--- src/rtl/int_ctrl_n.sv ---
// N-channel interrupt controller: rising-edge capture into pending flags, enable/select
// eligibility, lowest-index-wins grant held until CPU ack, then one idle gap cycle.
module int_ctrl_n #(
  parameter int N    = 4,
  parameter int ID_W = 2
) (
  input  logic            clk,
  input  logic            rst_n,
  input  logic            m,
  input  logic [N-1:0]    irq,
  input  logic [N-1:0]    sel,
  input  logic [N-1:0]    en,
  input  logic            ack,
  output logic            y,
  output logic [ID_W-1:0] id,
  output logic [N-1:0]    ovf,
  output logic [1:0]      dbg_state,
  output logic [N-1:0]    dbg_pending
);

  if ((2 ** ID_W) < N) begin : g_bad_id_w
    $error("ID_W too narrow for N channels");
  end

  // Handshake: y=1 means request outstanding; it is consumed at the first rising
  // clk edge where ack=1 while y=1. ack at any other time has no effect.
  typedef enum logic [1:0] {
    S_IDLE = 2'd0,
    S_REQ  = 2'd1,
    S_GAP  = 2'd2
  } state_t;

  state_t          state_q, state_d;
  logic [N-1:0]    irq_q;
  logic [N-1:0]    pending_q, pending_d;
  logic [N-1:0]    ovf_q, ovf_d;
  logic [ID_W-1:0] id_q, id_d;

  logic [N-1:0]    edge_det;
  logic [N-1:0]    cand;
  logic [N-1:0]    clr_mask;
  logic [ID_W-1:0] win_id;
  logic            win_found;
  logic            take_ack;

  // Datapath: edge detect, eligibility and fixed-priority pick
  always_comb begin
    edge_det  = irq & ~irq_q;
    cand      = m ? (pending_q & en & sel) : (pending_q & en);
    win_id    = '0;
    win_found = 1'b0;
    for (int i = 0; i < N; i++) begin
      if (cand[i] && !win_found) begin
        win_id    = ID_W'(i);
        win_found = 1'b1;
      end
    end
    take_ack = (state_q == S_REQ) && ack;
    clr_mask = '0;
    for (int i = 0; i < N; i++) begin
      clr_mask[i] = take_ack && (id_q == ID_W'(i));
    end
    // A fresh edge on the acked channel re-pends it but is not an overflow.
    pending_d = (pending_q & ~clr_mask) | edge_det;
    ovf_d     = (ovf_q | (edge_det & pending_q)) & ~clr_mask;
    id_d      = id_q;
    if ((state_q == S_IDLE) && win_found) begin
      id_d = win_id;
    end
  end

  always_ff @(posedge clk or negedge rst_n) begin
    if (!rst_n) begin
      irq_q     <= '0;
      pending_q <= '0;
      ovf_q     <= '0;
      id_q      <= '0;
    end else begin
      irq_q     <= irq;
      pending_q <= pending_d;
      ovf_q     <= ovf_d;
      id_q      <= id_d;
    end
  end

  always_ff @(posedge clk or negedge rst_n) begin
    if (!rst_n) begin
      state_q <= S_IDLE;
    end else begin
      state_q <= state_d;
    end
  end

  always_comb begin
    state_d = state_q;
    case (state_q)
      S_IDLE:  if (win_found) state_d = S_REQ;
      S_REQ:   if (ack) state_d = S_GAP;
      S_GAP:   state_d = S_IDLE;
      default: state_d = S_IDLE;
    endcase
  end

  always_comb begin
    y           = (state_q == S_REQ);
    id          = id_q;
    ovf         = ovf_q;
    dbg_state   = state_q;
    dbg_pending = pending_q;
  end

endmodule

--- config.mk ---
export PLATFORM = sky130hd
export DESIGN_NAME = int_ctrl_n
export DESIGN_NICKNAME = d
export VERILOG_FILES = /design/src/rtl/int_ctrl_n.sv
export SDC_FILE = /design/constraint.sdc
export NUM_CORES = 1
export LEC_CHECK = 0
export CAP_MARGIN = 20
export CORE_UTILIZATION = 40
export CTS_BUF_LIST = sky130_fd_sc_hd__clkbuf_4 sky130_fd_sc_hd__clkbuf_8 sky130_fd_sc_hd__clkbuf_16
export DETAILED_ROUTE_END_ITERATION = 8
export PLACE_DENSITY = 0.76
export SLEW_MARGIN = 30
export SYNTH_ARGS = -nofsm -noshare
export SYNTH_HDL_FRONTEND = slang
export SYNTH_SLANG_ARGS = --single-unit
--- constraint.sdc ---
create_clock -name clk -period 1.3 [get_ports clk]
set_clock_uncertainty 0.05 [all_clocks]
set_input_delay 0.195 -clock clk [delete_from_list [all_inputs] [get_ports clk]]
set_output_delay 0.195 -clock clk [all_outputs]
set_load 0.1 [all_outputs]
[Word level (Yosys, flattened, before mapping)]
Index checks and enable logic that the tools add are counted.
W data, S select, Z words.
Storage, ports and cells
  register bits: 16
  input bits: 16
  output and inout port bits: 13
  logic and storage cells: 47
Operators by class
  eq/ne operators: 6
  muxes and demuxes: 11
  bitwise logic cells: 10
  reductions and logical operators: 15
Operators with widths (number)
  $and A4 B4 Y4: 6
  $logic_and A1 B1 Y1: 9
  $mux W2: 4
  $not A4 Y4: 2
  $or A4 B4 Y4: 2
  $mux W1: 5
  $eq A2 B1 Y1 const B: 2
  $eq A2 B2 Y1 const B: 2
  $logic_not A2 Y1: 2
  $mux W4: 1
  $pmux W2 S2: 1
  $logic_not A1 Y1: 3
  $ne A2 B1 Y1 const B: 1
  $ne A2 B2 Y1 const B: 1
  $reduce_and A2 Y1: 1

[Depth between registers and ports, before layout]
Gate-level depths: netlist of the first run.
  depth in word-level cells: 15
  mapped depth: 4
  depth with buffers taken out: 4

[Least setup slack after synthesis of the first run]
No wires, ideal clock.
  path kind: reg-to-reg
  start point: reg state_q[0] (netlist: dbg_state[0])
  end point: reg pending_q[3] (netlist: dbg_pending[3])
  setup time: 0.129 ns
  arrival: 1.970 ns
  required time: 1.121 ns
  path slack: -0.849 ns
  cell stages (with the launch flop): 5
  path buffers: 0
  period minus slack after synthesis: 2.149 ns
  cells stage by stage: dfrtp_1 -> and2b_2 -> nand4_1 -> nand2_1 -> o21ai_0
Between the ends
  longest elaborated chain between the ends: 6
RTL lines
  from (decl): line 33  | state_t state_q, state_d;
  from (signal assigned): line 90  | state_q <= state_d;
  $eq A2 B1 Y1
  net y: line 14  | output logic y,
  $logic_and A1 B1 Y1: line 58  | take_ack = (state_q == S_REQ) && ack;
  $logic_and A1 B1 Y1: line 61  | clr_mask[i] = take_ack && (id_q == ID_W'(i));
  $not A4 Y4: line 64  | pending_d = (pending_q & ~clr_mask) | edge_det;
  $and A4 B4 Y4: line 64
  $or A4 B4 Y4: line 64
  net pending_d[3]: line 35  | logic [N-1:0] pending_q, pending_d;
  to (signal assigned): line 80  | pending_q <= pending_d;
  to (decl): line 35
The timed path passes the listed nets, and every way through them passes these cells.
A chain may end at the register's enable or synchronous reset.

[Final worst setup path of the first run]
  start point: reg state_q[1] (netlist: dbg_state[1])
  end point: out y
Between the ends
  longest elaborated chain between the ends: 1
RTL lines
  $eq A2 B1 Y1: line 105  | y = (state_q == S_REQ);
  to (decl): line 14
No other way between the ends.

==> impl_metrics.json, run 1 <==
{
  "postRouteWirelength_um": 1780,
  "final_cell_mix": "15 x clkdlybuf4s50_1, 13 x buf_12, 8 x dfrtp_1, 8 x buf_4, 7 x inv_1",
  "grt_pass1_vias": 641,
  "ys_ff_latch": 16,
  "cts_made_buffers": 3,
  "grt_use_met1": 0.258,
  "synth_ff_type": "dfrtp_1",
  "antenna_found_initial": 0,
  "cts-root-buf": "clkbuf_4",
  "cp-end-kind": "output pin",
  "core_sq_um": 1560,
  "seq_area_frac_synth": 0.578,
  "syn-mean-instance-area_sq_um": 11.7,
  "grt_setup_unrepaired": "true",
  "viasPerCell": 5.38,
  "placed_area_sq_um": 1170,
  "path_class": "register to output pin",
  "finalWorstSetupSlack_ps": -140,
  "cp_num_buf_inv": 1,
  "vias": 619,
  "hold_viol": 0,
  "clkLatencyLatePin_ps": 270,
  "fin_nets": 117,
  "clock.fmax_ghz": 0.694,
  "yosys_warnings": 0,
  "synth_cell_types": 23,
  "cts_max_level": 1,
  "worst_ep_arrival_time_ps": 1190,
  "drive_gt1_frac": 0.485,
  "final_common_cell": "clkdlybuf4s50_1",
  "clkSlewWorstSetupHoldPaths_ps": 90,
  "gr-total-overflow": 0,
  "grt-busiest-layer": "met2",
  "synth_edf_count": 0,
  "postRouteAntennaNets": 0,
  "grtUsageTotal": 0.208,
  "die_area_sq_um": 1900,
  "max-cap-violations": 0,
  "clkSinkCount": 16,
  "setup_viol": 11,
  "ys_async_sr_fraction": 1.00,
  "crit_family": "flip-flops",
  "cts_tree": "done",
  "crit_fanout": 2,
  "start_util": 0.445,
  "finalMaxSlewViolations": 0,
  "finalCriticalPeriod_ps": 1440,
  "failed_checks": "DRC, setup timing",
  "status": "complete, but fails checks",
  "netlist_area_sq_um": 693,
  "grt_max_degree": 17,
  "avgRoutedWirePerCell_um": 15.5,
  "syn_nets": 75,
  "firstDrtPassIters": 6,
  "grt.met2_usage": 0.346,
  "maxSlewHeadroom": 0.815,
  "worstMarginPinSlew_ps": 275,
  "critPathRequiredTime_ps": 1050,
  "fin_area_sq_um": 1290,
  "cpPeakStageDelay_ps": 470,
  "cts_buffer_depth": 2,
  "hp-class": "input port to async pin",
  "drcViolationCount": 2,
  "drt_iter0_drc": 7,
  "syn-instance-count": 59,
  "use_met3": 0.0417,
  "ioPinCount": 29,
  "syn_to_final_growth_pct": 86.1,
  "place_congestion": 0.667,
  "dieHeight_um": 43.6,
  "row_count": 14,
  "worstPathCellList": "and2b_4 -> buf_12",
  "hpwl_um": 1260,
  "die_w_um": 43.6,
  "slowest_stage": "dfrtp_4",
  "n_antenna_cell": 0,
  "portBuffers": 28,
  "fin_crit_sh": 1.11,
  "cp-start-kind": "register",
  "grt_pass1_wl_um": 2820
}
## cell type report
type / count / area, sq um
clock buffers: 3 / 22.5
fillers: 87 / 269
inverters: 8 / 30.0
multi-input cells: 35 / 313
flip-flops and latches: 16 / 423
well taps: 16 / 20.0
repair buffers: 37 / 482
## registers in the layout, indices dropped and copies added (netlist names)
register	flops
dbg_state	2
dbg_pending	4
id	2
irq_q	4
ovf	4
## synthesized netlist by cell type (2+ instances only)
cell / number / area, sq um
nand4_1: 2 / 12.5
a21boi_0: 2 / 15.0
dfrtp_1: 16 / 400
a31oi_1: 2 / 12.5
o21ai_0: 2 / 10.0
nor2_1: 3 / 11.3
o2bb2ai_1: 2 / 17.5
nor3b_1: 2 / 15.0
inv_1: 7 / 26.3
nand2_1: 3 / 11.3
a2bb2oi_1: 2 / 17.5
o211ai_2: 4 / 50.1
a21oi_1: 2 / 10.0
## layer usage
layer / share of wire / vias up / routed length (um)
met3: 0.050 / 4 / 89
met1: 0.44 / 298 / 781
li1: - / 293 / -
met4: 0.017 / 0 / 31
met2: 0.49 / 24 / 878
met5: 0 / - / 0
## stage by stage
step	cells	hold WS [ps]	utilization	setup slack, ps	setup TNS (ps)
final	115	184	0.827	-140	-847
after global routing	115	189	0.827	-173	-1340
after detailed placement	106	393	0.754	-156	-461
after global placement	106	376	0.754	-95.0	-317
after floorplan	59	-151	-	-294	-871
after CTS	111	188	0.783	-139	-188
## path summary, 6_finish.rpt
path / startpoint / endpoint / slack, ps / depth (start not counted)
hold reg to reg: irq_q[3]$_DFF_PN0_ / dbg_pending[3]$_DFF_PN0_ / 400 / 1
hold / removal: rst_n / irq_q[0]$_DFF_PN0_ / 180 / 2
max in group asynchronous: rst_n / dbg_pending[3]$_DFF_PN0_ / 810 / 2
min in group clk: irq[2] / irq_q[2]$_DFF_PN0_ / 340 / 1
setup / recovery: dbg_state[1]$_DFFE_PN0P_ / y / -140 / 2
setup reg to reg: dbg_state[1]$_DFFE_PN0P_ / dbg_pending[2]$_DFF_PN0_ / -120 / 6
## what timing repair did
item | CTS | global route
pin swaps | 0 | 3
endpoints found under the setup margin | 1 | 10
hold buffers | 0 | 0
gates resized for setup | 2 | 10
setup buffers | 2 | 4
## cells by family after synthesis
family,Yosys count,synth area share
AOI/OAI and AO/OA,20,0.240
buffers and inverters,8,0.0433
DFF,16,0.578
and+or+nand+nor,15,0.139
Power of run 1 is not shown: default switching activity piles up to over one toggle a cycle in this logic, so the estimate is an artifact.
==> run 2: changes to the inputs <==
--- a/config.mk
+++ b/config.mk
@@ -8,6 +8,7 @@
 export CAP_MARGIN = 20
 export CORE_UTILIZATION = 40
 export CTS_BUF_LIST = sky130_fd_sc_hd__clkbuf_4 sky130_fd_sc_hd__clkbuf_8 sky130_fd_sc_hd__clkbuf_16
+export CTS_CLUSTER_SIZE = 12
 export DETAILED_ROUTE_END_ITERATION = 8
 export PLACE_DENSITY = 0.76
 export SLEW_MARGIN = 30
==> results of run 2 <==
No change in the layout: final DEF, timing and power equal those of run 1.
Power of run 2 is left out for the same reason.
==> run 3: changes to the inputs <==
--- a/config.mk
+++ b/config.mk
@@ -8,9 +8,10 @@
 export CAP_MARGIN = 20
 export CORE_UTILIZATION = 40
 export CTS_BUF_LIST = sky130_fd_sc_hd__clkbuf_4 sky130_fd_sc_hd__clkbuf_8 sky130_fd_sc_hd__clkbuf_16
+export CTS_CLUSTER_DIAMETER = 60
 export CTS_CLUSTER_SIZE = 12
 export DETAILED_ROUTE_END_ITERATION = 8
-export PLACE_DENSITY = 0.76
+export PLACE_DENSITY = 0.87
 export SLEW_MARGIN = 30
 export SYNTH_ARGS = -nofsm -noshare
 export SYNTH_HDL_FRONTEND = slang
==> run 3 against run 2 <==
Register-to-register slack lost 50 ps. The flow still finishes with violations (DRC, setup timing). Final cell count increased by 0.87%. Via count grew 2.4%.
==> impl_metrics.json, run 3 (synthesis results as in run 1) <==
{
  "status": "complete, but fails checks",
  "failed_checks": "DRC, setup timing",
  "slowest_stage": "dfrtp_4",
  "worst_ep_arrival_time_ps": 1610,
  "clkSinkCount": 16,
  "ff2ff_setup_slack_ps": -170,
  "cts_made_buffers": 3,
  "cts_buffer_depth": 2,
  "crit_fanout": 4,
  "crit_family": "flip-flops",
  "cts_tree": "done",
  "postRouteWirelength_um": 1880,
  "grtUsageTotal": 0.216,
  "finalWorstSetupSlack_ps": -171,
  "fin_crit_sh": 1.13,
  "max-cap-violations": 0,
  "cp-start-kind": "register",
  "gr-total-overflow": 0,
  "grt_max_degree": 17,
  "clkLatencyLatePin_ps": 290,
  "final_common_cell": "clkdlybuf4s50_1",
  "cts_max_level": 1,
  "drt_iter0_drc": 10,
  "path_class": "register to register",
  "finalCriticalPeriod_ps": 1470,
  "fillers": 81,
  "drcViolationCount": 1,
  "finalMaxSlewViolations": 0,
  "n_antenna_cell": 0,
  "cts_hold_repair.buffers": 0,
  "hold_viol": 0,
  "crit_cells": 6,
  "antenna_found_initial": 0,
  "worstMarginPinSlew_ps": 244,
  "multiInputGateArea_sq_um": 313,
  "cts-root-buf": "clkbuf_4",
  "vias": 634,
  "core_sq_um": 1560,
  "ioPinCount": 29,
  "grt_pass1_vias": 613,
  "worstReg2RegEnd": "dbg_pending[2]$_DFF_PN0_",
  "critPathRequiredTime_ps": 1440,
  "clock.fmax_ghz": 0.680,
  "hp-class": "input port to async pin",
  "portBuffers": 28,
  "cp-end-kind": "register",
  "grt-busiest-layer": "met2",
  "grt.met2_usage": 0.334,
  "fin_nets": 117,
  "die_area_sq_um": 1900,
  "drive_gt1_frac": 0.490,
  "use_met3": 0.0292,
  "grt_pass1_wl_um": 2900,
  "final_cell_mix": "15 x clkdlybuf4s50_1, 13 x buf_12, 8 x dfrtp_1, 7 x inv_1, 7 x buf_4",
  "postRouteAntennaNets": 0,
  "row_count": 14,
  "worstPathCellList": "buf_4 -> buf_6 -> nand3b_4 -> nor2_4 -> nand2_1 -> a21o_1",
  "hpwl_um": 1290,
  "final_core_util": 0.839,
  "viasPerCell": 5.47,
  "seqCellArea_sq_um": 423,
  "avgRoutedWirePerCell_um": 16.2,
  "firstDrtPassIters": 6,
  "reg2reg_depth": 6,
  "grt_setup_unrepaired": "true",
  "maxSlewHeadroom": 0.837,
  "die_w_um": 43.6,
  "place_congestion": 0.732,
  "cpPeakStageDelay_ps": 490,
  "timing.rr.start": "dbg_state[1]$_DFFE_PN0P_",
  "dieHeight_um": 43.6,
  "start_util": 0.445,
  "setup_viol": 10,
  "clkSlewWorstSetupHoldPaths_ps": 90,
  "grt_use_met1": 0.276,
  "cp_num_buf_inv": 2,
  "syn_to_final_growth_pct": 88.6
}
[run 3: timing repair]
action / CTS / global route
endpoints found under the setup margin: 2 / 10
buffers inserted: 2 / 4
pin swaps: 0 / 3
cloned: 0 / 0
resized for setup: 5 / 8
hold endpoints to repair: 0 / 0
[run 3: how the worst max path moves through the flow]
stage	end	slack [ps]	start
after global placement	dbg_state[0]$_DFFE_PN0P_	-100	m
after floorplan	dbg_pending[3]$_DFF_PN0_	-290	dbg_state[1]$_DFFE_PN0P_
final	dbg_pending[2]$_DFF_PN0_	-170	dbg_state[1]$_DFFE_PN0P_
after detailed placement	dbg_state[0]$_DFFE_PN0P_	-130	m
after CTS	y	-160	dbg_state[1]$_DFFE_PN0P_
after global routing	dbg_pending[2]$_DFF_PN0_	-210	dbg_state[1]$_DFFE_PN0P_
[run 3: worst register-to-register path: cells and delay by family, from the launching register on]
kind                   cells  cell delay (ps)
DFF                        1              490
and+or+nand+nor            3              390
buffers and inverters      2              270
AOI/OAI and AO/OA          1              180
[run 3: final cells by class]
type                    count  area share
clock buffers               4      0.0278
inverters                   8      0.0230
multi-input cells          35       0.239
flip-flops and latches     16       0.323
well taps                  16      0.0153
repair buffers             37       0.371
[run 3: per-stage QoR]
step	worst slack [ps]	hold WS (ps)	TNS [ps]	area [sq um]	instances
2_1_floorplan	-294	-151	-871	722	59
3_3_place_gp	-96.2	378	-294	1170	106
3_5_place_dp	-126	389	-504	1170	106
4_1_cts	-164	171	-232	1240	112
5_1_grt	-213	172	-1420	1310	116
6_report	-171	170	-1100	1310	116
[run 3: layer usage]
layer  vias up  part of all wire
met5         -                 0
li1        294                 -
met4         0             0.014
met3         4             0.054
met2        25              0.50
met1       311              0.43
Power of run 3 is left out for the same reason.
